<file path="config.mk">
export PLATFORM = sky130hd
export DESIGN_NAME = rom_y_reader
export DESIGN_NICKNAME = d
export VERILOG_FILES = /design/src/rtl/rom_y_reader_pkg.sv /design/src/rtl/rom_rd_fifo.sv /design/src/rtl/rom_y_reader.sv
export SDC_FILE = /design/constraint.sdc
export NUM_CORES = 1
export LEC_CHECK = 0
export CORE_MARGIN = 4
export CORE_UTILIZATION = 56
export DETAILED_ROUTE_END_ITERATION = 16
export GPL_ROUTABILITY_DRIVEN = 0
export PLACE_DENSITY = 0.81
export REMOVE_ABC_BUFFERS = 1
export SYNTH_ARGS = -nofsm -noshare
export SYNTH_HDL_FRONTEND = slang
export SYNTH_SLANG_ARGS = --single-unit
export TNS_END_PERCENT = 1
</file>
<file path="constraint.sdc">
create_clock -name CK -period 3.98 [get_ports CK]
set_input_delay 0.597 -clock CK [delete_from_list [all_inputs] [get_ports CK]]
set_output_delay 0.597 -clock CK [all_outputs]
set_load 0.02 [all_outputs]
</file>
<file path="src/rtl/rom_y_reader_pkg.sv">
// Shared ROM_Y geometry and reader FSM encoding.
// Imported by rom_y_reader and by anything else that talks to ROM_Y.
package rom_y_reader_pkg;

   localparam int ROM_ADDR_WIDTH = 6;
   localparam int ROM_DATA_WIDTH = 16;
   localparam int ROM_MEM_SIZE   = 64;

   typedef enum logic [1:0] {
      ST_IDLE  = 2'd0,
      ST_RUN   = 2'd1,
      ST_DRAIN = 2'd2
   } rd_state_e;

   // Next word address, wrapping at the end of the ROM even if it is not a power of two.
   function automatic logic [ROM_ADDR_WIDTH-1:0] next_addr(input logic [ROM_ADDR_WIDTH-1:0] a);
      return (a == ROM_ADDR_WIDTH'(ROM_MEM_SIZE - 1)) ? '0 : a + ROM_ADDR_WIDTH'(1);
   endfunction

endpackage

</file>
<file path="src/rtl/rom_rd_fifo.sv">
// Synchronous output FIFO with registered head word (first word visible the cycle after its write).
// Simultaneous push and pop on a full buffer is legal and keeps occupancy.
module rom_rd_fifo #(
   parameter int DEPTH = 4,
   parameter int WIDTH = 16
) (
   input  logic                     CK,
   input  logic                     RST_N,
   input  logic                     push,
   input  logic [WIDTH-1:0]         wdata,
   input  logic                     pop,
   output logic [WIDTH-1:0]         rdata,
   output logic                     valid,
   output logic [$clog2(DEPTH):0]   count
);

   localparam int PW = $clog2(DEPTH);

   logic [WIDTH-1:0] mem [DEPTH];
   logic [PW-1:0]    wr_ptr;
   logic [PW-1:0]    rd_ptr;
   logic [PW-1:0]    rd_ptr_d;
   logic [PW:0]      count_d;
   logic [PW:0]      remain;
   logic             do_push;
   logic             do_pop;

   // NOTE: every signal assigned in always_comb gets a value first, so no latch can be inferred.
   always_comb begin
      do_pop   = pop && valid;
      do_push  = push && ((count != (PW+1)'(DEPTH)) || do_pop);
      remain   = count - (PW+1)'(do_pop);
      count_d  = remain + (PW+1)'(do_push);
      rd_ptr_d = do_pop ? rd_ptr + PW'(1) : rd_ptr;
   end

   // NOTE: state registers use non-blocking assignments so all flops update from pre-edge values.
   always_ff @(posedge CK or negedge RST_N) begin
      if (!RST_N) begin
         wr_ptr <= '0;
         rd_ptr <= '0;
         count  <= '0;
         valid  <= 1'b0;
         rdata  <= '0;
      end else begin
         if (do_push) wr_ptr <= wr_ptr + PW'(1);
         rd_ptr <= rd_ptr_d;
         count  <= count_d;
         valid  <= (count_d != '0);
         // An empty-after-pop buffer takes the incoming word straight into the head register.
         if (do_push && (remain == '0)) rdata <= wdata;
         else if (count_d != '0)        rdata <= mem[rd_ptr_d];
      end
   end

   // NOTE: storage is not reset; valid/count guard every read, so its power-up contents never escape.
   always_ff @(posedge CK) begin
      if (do_push) mem[wr_ptr] <= wdata;
   end

endmodule

</file>
<file path="src/rtl/rom_y_reader.sv">
// Burst reader: streams len words from ROM_Y starting at base_addr onto a valid/ready port.
// Optional macro ROM_Y_RD_STALL_CNT_EN enables the saturating backpressure counter stall_cnt.
module rom_y_reader
   import rom_y_reader_pkg::*;
#(
   parameter int FIFO_DEPTH = 4
) (
   input  logic                      CK,
   input  logic                      RST_N,
   input  logic                      start,
   input  logic [ROM_ADDR_WIDTH-1:0] base_addr,
   input  logic [ROM_ADDR_WIDTH:0]   len,
   output logic                      busy,
   output logic                      done,
   output logic [ROM_ADDR_WIDTH-1:0] rom_a,
   output logic                      rom_oe,
   input  logic [ROM_DATA_WIDTH-1:0] rom_q,
   output logic [ROM_DATA_WIDTH-1:0] y_data,
   output logic                      y_valid,
   input  logic                      y_ready,
   output logic                      y_last,
   output logic [15:0]               stall_cnt
);

   localparam int CW = $clog2(FIFO_DEPTH) + 1;

   rd_state_e                 state_q, state_d;
   logic [ROM_ADDR_WIDTH-1:0] addr_q;
   logic [ROM_ADDR_WIDTH:0]   issue_left_q;
   logic [ROM_ADDR_WIDTH:0]   out_left_q;
   logic                      pend_q;
   logic [CW-1:0]             fifo_count;
   logic [CW:0]               occupancy;
   logic                      accept;
   logic                      issue;
   logic                      xfer;
   logic                      last_xfer;

   // Words buffered plus reads still travelling through the ROM pipeline.
   assign occupancy = (CW+1)'(fifo_count) + (CW+1)'(pend_q) + (CW+1)'(rom_oe);
   assign xfer      = y_valid && y_ready;
   assign busy      = (state_q != ST_IDLE);
   assign y_last    = y_valid && (out_left_q == (ROM_ADDR_WIDTH+1)'(1));

   always_ff @(posedge CK or negedge RST_N) begin
      if (!RST_N) state_q <= ST_IDLE;
      else        state_q <= state_d;
   end

   always_comb begin
      state_d   = state_q;
      accept    = 1'b0;
      issue     = 1'b0;
      last_xfer = 1'b0;
      case (state_q)
         ST_IDLE: begin
            accept = start;
            if (start && (len != '0)) state_d = ST_RUN;
         end
         ST_RUN: begin
            issue = (occupancy < (CW+1)'(FIFO_DEPTH));
            if (issue && (issue_left_q == (ROM_ADDR_WIDTH+1)'(1))) state_d = ST_DRAIN;
         end
         ST_DRAIN: begin
            last_xfer = xfer && (out_left_q == (ROM_ADDR_WIDTH+1)'(1));
            if (last_xfer) state_d = ST_IDLE;
         end
         default: state_d = ST_IDLE;
      endcase
   end

   always_ff @(posedge CK or negedge RST_N) begin
      if (!RST_N) begin
         addr_q       <= '0;
         issue_left_q <= '0;
         out_left_q   <= '0;
         rom_a        <= '0;
         pend_q       <= 1'b0;
         rom_oe       <= 1'b0;
         done         <= 1'b0;
      end else begin
         if (accept && (len != '0)) begin
            addr_q       <= base_addr;
            issue_left_q <= len;
            out_left_q   <= len;
         end
         if (issue) begin
            rom_a        <= addr_q;
            addr_q       <= next_addr(addr_q);
            issue_left_q <= issue_left_q - (ROM_ADDR_WIDTH+1)'(1);
         end
         if (xfer) out_left_q <= out_left_q - (ROM_ADDR_WIDTH+1)'(1);
         // ROM latches the address one edge after issue; OE covers the following cycle.
         pend_q <= issue;
         rom_oe <= pend_q;
         done   <= (accept && (len == '0)) || last_xfer;
      end
   end

   rom_rd_fifo #(
      .DEPTH (FIFO_DEPTH),
      .WIDTH (ROM_DATA_WIDTH)
   ) u_fifo (
      .CK    (CK),
      .RST_N (RST_N),
      .push  (rom_oe),
      .wdata (rom_q),
      .pop   (y_ready),
      .rdata (y_data),
      .valid (y_valid),
      .count (fifo_count)
   );

`ifdef ROM_Y_RD_STALL_CNT_EN
   logic [15:0] stall_q;

   always_ff @(posedge CK or negedge RST_N) begin
      if (!RST_N)                                           stall_q <= '0;
      else if (accept)                                      stall_q <= '0;
      else if (y_valid && !y_ready && (stall_q != 16'hFFFF)) stall_q <= stall_q + 16'd1;
   end

   assign stall_cnt = stall_q;
`else
   assign stall_cnt = '0;
`endif

endmodule
</file>
After elaboration in Yosys (flattened, before gate mapping)
Memories as Yosys holds them, arrays and structs flattened.
Index checks and enable logic that the tools add are counted.
{"block": "totals", "register_bits": 55, "ramBits": 64, "in_bits": 33, "output_inout_bits": 43, "wordCells": 72, "memories": 1}
{"block": "op_classes", "addsub": 9, "n_lt_le_gt_ge": 1, "n_eq_ne": 9, "mux": 18, "reduce_logical": 21}
{"memory": "u_fifo.mem", "depth": 4, "word_bits": 16, "rd": 1, "rd_ports_with_merged_regs": 0, "wr": 1, "line": "rom_rd_fifo.sv:19", "source": "logic [WIDTH-1:0] mem [DEPTH];"}
{"op": "$mux 16", "count": 2}
{"op": "$mux 7", "count": 3}
{"op": "$mux 6", "count": 3}
{"op": "$eq 7x1->1 const B", "count": 2}
{"op": "$sub 7x1->7 const B", "count": 2}
{"op": "$logic_and 1x1->1", "count": 9}
{"op": "$mux 2", "count": 4}
{"op": "$reduce_bool 2->1", "count": 4}
{"op": "$logic_not 7->1", "count": 1}
{"op": "$reduce_bool 7->1", "count": 1}
{"op": "$add 6x1->6 const B", "count": 1}
{"op": "$eq 6x6->1 const B", "count": 1}
{"op": "$ne 2x2->1 const B", "count": 3}
{"op": "$pmux 2 s3", "count": 1}
{"op": "$mux 1", "count": 5}
{"op": "$add 2x1->2 const B", "count": 2}
{"op": "$add 3x1->4", "count": 1}
{"op": "$add 4x1->4", "count": 1}
{"op": "$lt 4x3->1 const B", "count": 1}
{"op": "$add 3x1->3", "count": 1}
{"op": "$logic_not 3->1", "count": 1}
{"op": "$ne 3x3->1 const B", "count": 1}
{"op": "$reduce_and 3->1", "count": 1}
{"op": "$reduce_bool 3->1", "count": 1}
{"op": "other kinds (5)", "count": 6}

Longest topological paths before layout
{"block": "logic_depth", "ltp_word": 7, "mapped_depth": 15, "ltp_nobuf": 11}

By module
Synthesis repeated with hierarchy kept, for this count alone.
{"block": "unflattened", "cells_unflattened": 485, "area_unflattened_um2": 6053.3}
{"module": "rom_rd_fifo", "n_inst": 1, "cells_each": 286, "area_per_inst_um2": 4112.7, "seq_area_each_um2": 2522.4}
{"module": "rom_y_reader", "n_inst": 1, "cells_each": 199, "area_per_inst_um2": 1940.6, "seq_area_each_um2": 775.7}

Worst setup path before layout
Ideal clock, no wire load.
{"block": "synth_path", "path_type": "in2reg", "start": "in y_ready", "end": "reg u_fifo.rdata[10]", "setup_ns": 0.067, "t_arrival_ns": 3.015, "t_required_ns": 3.913, "setup_slack_ns": 0.898, "cell_stages": 15, "path_buffers": 4, "cell_sequence": "nand2_1 inv_2 buf_2 buf_4 buf_2 ha_1 ha_1 inv_1 ha_1 xor3_1 nor3_4 a41oi_2 buf_4 o21ai_1 o221a_1"}
{"block": "synth_between", "elab_chain_cells": 6, "elab_cells_between_ends": 13, "cone_classes": "add/sub (2); mux (3); reduce/logical (7); memory (1)"}
{"item": "start, declared", "line": "rom_y_reader.sv:20", "source": "input logic y_ready,"}
{"item": "$logic_and 1x1->1 (*)", "line": "rom_rd_fifo.sv:30", "source": "do_pop = pop && valid;"}
{"item": "parallel branches: the longest is 2 deep, another holds $sub 3x1->3"}
{"item": "$add 3x1->3 (*)", "line": "rom_rd_fifo.sv:33", "source": "count_d = remain + (PW+1)'(do_push);"}
{"item": "via u_fifo.count_d[2]", "line": "rom_rd_fifo.sv:23", "source": "logic [PW:0] count_d;"}
{"item": "$reduce_bool 3->1 (*)", "line": "rom_rd_fifo.sv:52", "source": "else if (count_d != '0) rdata <= mem[rd_ptr_d];"}
{"item": "$reduce_bool 2->1 (no source line) (*)"}
{"item": "end signal, assigned", "line": "rom_rd_fifo.sv:51", "source": "if (do_push && (remain == '0)) rdata <= wdata;"}
{"item": "end signal, assigned", "line": "rom_rd_fifo.sv:52"}
{"item": "end, declared", "line": "rom_rd_fifo.sv:12", "source": "output logic [WIDTH-1:0] rdata,"}
Mark *: on every way through the listed nets, which the timed path passes. The select of a mux whose other input is x is not followed.
A chain may end at the register's enable or synchronous reset.

Worst setup path after layout
{"block": "layout_path", "start": "reg out_left_q[4]", "end": "out y_last"}
{"block": "layout_between", "elab_chain_cells": 2}
{"item": "start, declared", "line": "rom_y_reader.sv:30", "source": "logic [ROM_ADDR_WIDTH:0] out_left_q;"}
{"item": "start signal, assigned", "line": "rom_y_reader.sv:85", "source": "out_left_q <= len;"}
{"item": "start signal, assigned", "line": "rom_y_reader.sv:92", "source": "if (xfer) out_left_q <= out_left_q - (ROM_ADDR_WIDTH+1)'(1);"}
{"item": "$eq 7x1->1", "line": "rom_y_reader.sv:43", "source": "assign y_last = y_valid && (out_left_q == (ROM_ADDR_WIDTH+1)'(1));"}
{"item": "$logic_and 1x1->1", "line": "rom_y_reader.sv:43"}
{"item": "end, declared", "line": "rom_y_reader.sv:21", "source": "output logic y_last,"}
Every way passes these cells.

==> results.md <==
- First-pass GRT wire length: around 23000 um
- Area growth from synthesis to layout: 20.7%
- Post-route minimum period: about 3.0 ns
- CP peak stage delay: 0.64 ns
- Antenna viol nets, final: 0
- Yosys reg bits: approximately 120
- DP Cell Count: 665
- Final period util: 0.765
- CTS clk-pin slew, worst paths: 0.06 ns
- Worst vdd ir: a little under 500 uV
- RSZ-0062 raised after global routing: false
- # IOs: 76
- Setup Skew: about 0.012 ns
- Diodes inserted: 0
- Worst setup SP type: register
- Largest cells by area after synthesis: edfxtp_1 (32%), dfrtp_1 (23%), mux2_2 (11%)
- Critical path depth: 3
- Largest net degree at the start of global routing: around 60
- Warning count from the yosys run: 0
- Synth Instances: ~480
- Switch share: 0.374
- DRC violations left: 0
- Final setup margin: between 0.9 and 1 ns
- Synth Area in Adders: 0.0295
- DR WL/cell: between 20 and 25 um
- WHS: between 0.1 and 0.15 ns
- Post-Layout Cell Count: ~700
- Area share of the largest cell type after synthesis: 0.324
- Gr usage total: 0.234
- Vias/cell: 6.15
- Cell internal pwr: 3780 uW
- Clock latency on the worst-skew pair: about 0.52 ns
- Logic pwr share: 0.417
- XOR/XNOR share of the synthesized area: 0.00990
- Most frequent cells in the layout: edfxtp_1 (64), mux2_2 (60), clkdlybuf4s50_1 (58)
- Synth Area in Simple Gates: 0.0912
- Vias in the first global route: 4334
- CP Buf/Inv Count: 1
- Seq/Total Area, Yosys: 0.555
- Relative slew slack: 0.360
- Post-synth EDFFs: 64
- # rows: 37
- Cells along the critical path: nor4_1 > and4b_1 > clkdlybuf4s50_1
- Hold-fix buffers, CTS: 0
- DIE WIDTH: 111 um
- GR Overflow Total: 0
- Mean post-synth cell area: 12.3 sq um
- Compound-Gate Fraction of Synth Area: 0.139
- Tightest Pin Transition: 0.960 ns
- Final wirelength: 14000 um
- Arrival time worst endpoint: roughly 2.5 ns
- Clk buf depth: 2
- Post-CTS Setup Bufs: 0
- Initial DRT Pass Iterations: 5
- Antenna violations before repair: 0
- Synthesized area: just under 6000 sq um
- DR iter-0 viols: 341
- Yosys cell types: between 50 and 60
- Port bufs: a little under 60
- Setup violators final: 0
- # clock sinks: 119
- Max Cap Viol: 0
- H-tree depth: 4
- Async SR Flop Fraction: 0.462
- Ys flop type: edfxtp_1
- CTS root buf: clkbuf_8
- Most common cell after layout, fill and taps aside: edfxtp_1
- Worst hold path class: in2async
- Nets@finish: between 500 and 600
- Mux contribution to synthesized area: 0.122
- Synth area leader: edfxtp_1
- Pwr dens: 842 nW/um^2
- Clock share of power: 0.244
- Reg2reg path depth: 12
- TritonCTS Buffers: 17
- Switching Power: approximately 2300 uW
- Die footprint: 12300 sq um
- Critical Path RT: between 3 and 4 ns
- Die Height: 111 um
- Leak: around 0.0027 uW
- Slowest-stage cell, CP: nor4_1
- CTS tree: built
- Cell family with most CP delay: simple AND/OR/NAND/NOR gates
- Crit path capture type: output port
- Maximum clock frequency: ~0.33 GHz
- Share of layout cells above drive strength 1: 0.212
- Post-cts resize count: 0
- DP Worst Slack: around 0.50 ns
- Via Count: between 4000 and 5000
- Outcome: finished, final reports clean
- Final slew viol count: 0
- Final hold viol count: 0
- Main combinational cell family by area after synthesis: compound AO/OA/AOI/OAI gates
- Max Fanout on Critical Path: 5
- CORE AREA: 10300 sq um
- Initial Util: 0.575
- Seq pwr share: 0.338
- Total Power: 6040 uW
- Hpwl dp: 9000 um
- Critical path class: reg2out
## final timing paths
check / from / end / slack (ns)
worst max-delay path: out_left_q[4]$_DFFE_PN0P_ / y_last / 0.93
worst min-delay path: RST_N / u_fifo.rdata[12]$_DFFE_PN0P_ / 0.10
worst max register to register: u_fifo.valid$_DFF_PN0_ / u_fifo.rdata[0]$_DFFE_PN0P_ / 1.08
worst min register to register: pend_q$_DFF_PN0_ / rom_oe$_DFF_PN0_ / 0.41
max in group asynchronous: RST_N / rom_a[5]$_DFFE_PN0P_ / 3.04
min in group CK: pend_q$_DFF_PN0_ / rom_oe$_DFF_PN0_ / 0.41
## synthesized netlist by cell type (2+ instances only)
library cell and instances:
mux2i_1 5, o21ai_1 9, nand2_1 40, nor3b_1 3, clkbuf_1 8, nor2_1 22
a31oi_1 2, a221o_1 2, buf_6 2, nor4_1 4, nand4_1 2, a211oi_1 4
o211ai_1 3, o221a_2 6, o22ai_1 32, nand2b_1 4, mux2_2 60, and4_1 2
edfxtp_1 64, buf_4 18, or2_2 2, inv_2 2, ha_1 14, a22oi_1 2
and3_1 3, dfrtp_1 55, o221a_1 10, inv_1 13, o21ai_0 19, and4b_1 2
xnor2_1 4, buf_2 11, and2_1 4, a21oi_1 17, nor3_1 6, nand3_1 7
## through the flow
step / TNS (ns) / utilization / cell area, sq um
after floorplan: -7.51 / - / 5750
after CTS: 0 / 0.694 / 7170
after global routing: 0 / 0.694 / 7170
after detailed placement: 0 / 0.638 / 6590
final: 0 / 0.694 / 7170
after global placement: 0 / 0.638 / 6590
## layer usage
layer	global-route usage	share of wire
met5	0	0
met1	0.299	0.42
met4	0.0829	0.017
met3	0.0721	0.069
met2	0.380	0.50
## logic make-up after synthesis
family | after synthesis
AND/OR/NAND/NOR | 106
other | 1
adder cells (fa/ha/maj) | 14
flip-flops | 119
AO/OA/AOI/OAI | 118
buffers and inverters | 56
multiplexers | 65
XOR/XNOR | 5
## power groups by stage
| stage | clock network, uW | logic (uW) | registers (uW) |
|---|---|---|---|
| 2_1_floorplan | 0 | 1540 | 2090 |
| 3_3_place_gp | 0 | 2350 | 2020 |
| 3_5_place_dp | 0 | 2480 | 2040 |
| 4_1_cts | 1490 | 2520 | 2030 |
| 5_1_grt | 1560 | 2740 | 2080 |
| 6_report | 1480 | 2520 | 2040 |
## area by class of cell
cell class,count,area (sq um)
inverters,16,60.1
multi-input cells,324,2390
fillers,708,3160
clock buffers,19,422
flip-flops and latches,119,3300
clock inverters,13,158
well taps,136,170
repair buffers,70,668
## registers in the layout, summed over array words and instances, names as in the netlist, 2 cells and up
signal	count
u_fifo.wr_ptr	2
u_fifo.count	3
u_fifo.mem	64
addr_q	6
u_fifo.rd_ptr	2
rom_a	6
out_left_q	7
issue_left_q	7
state_q	2
u_fifo.rdata	16
(Power assumes the default switching activity.)
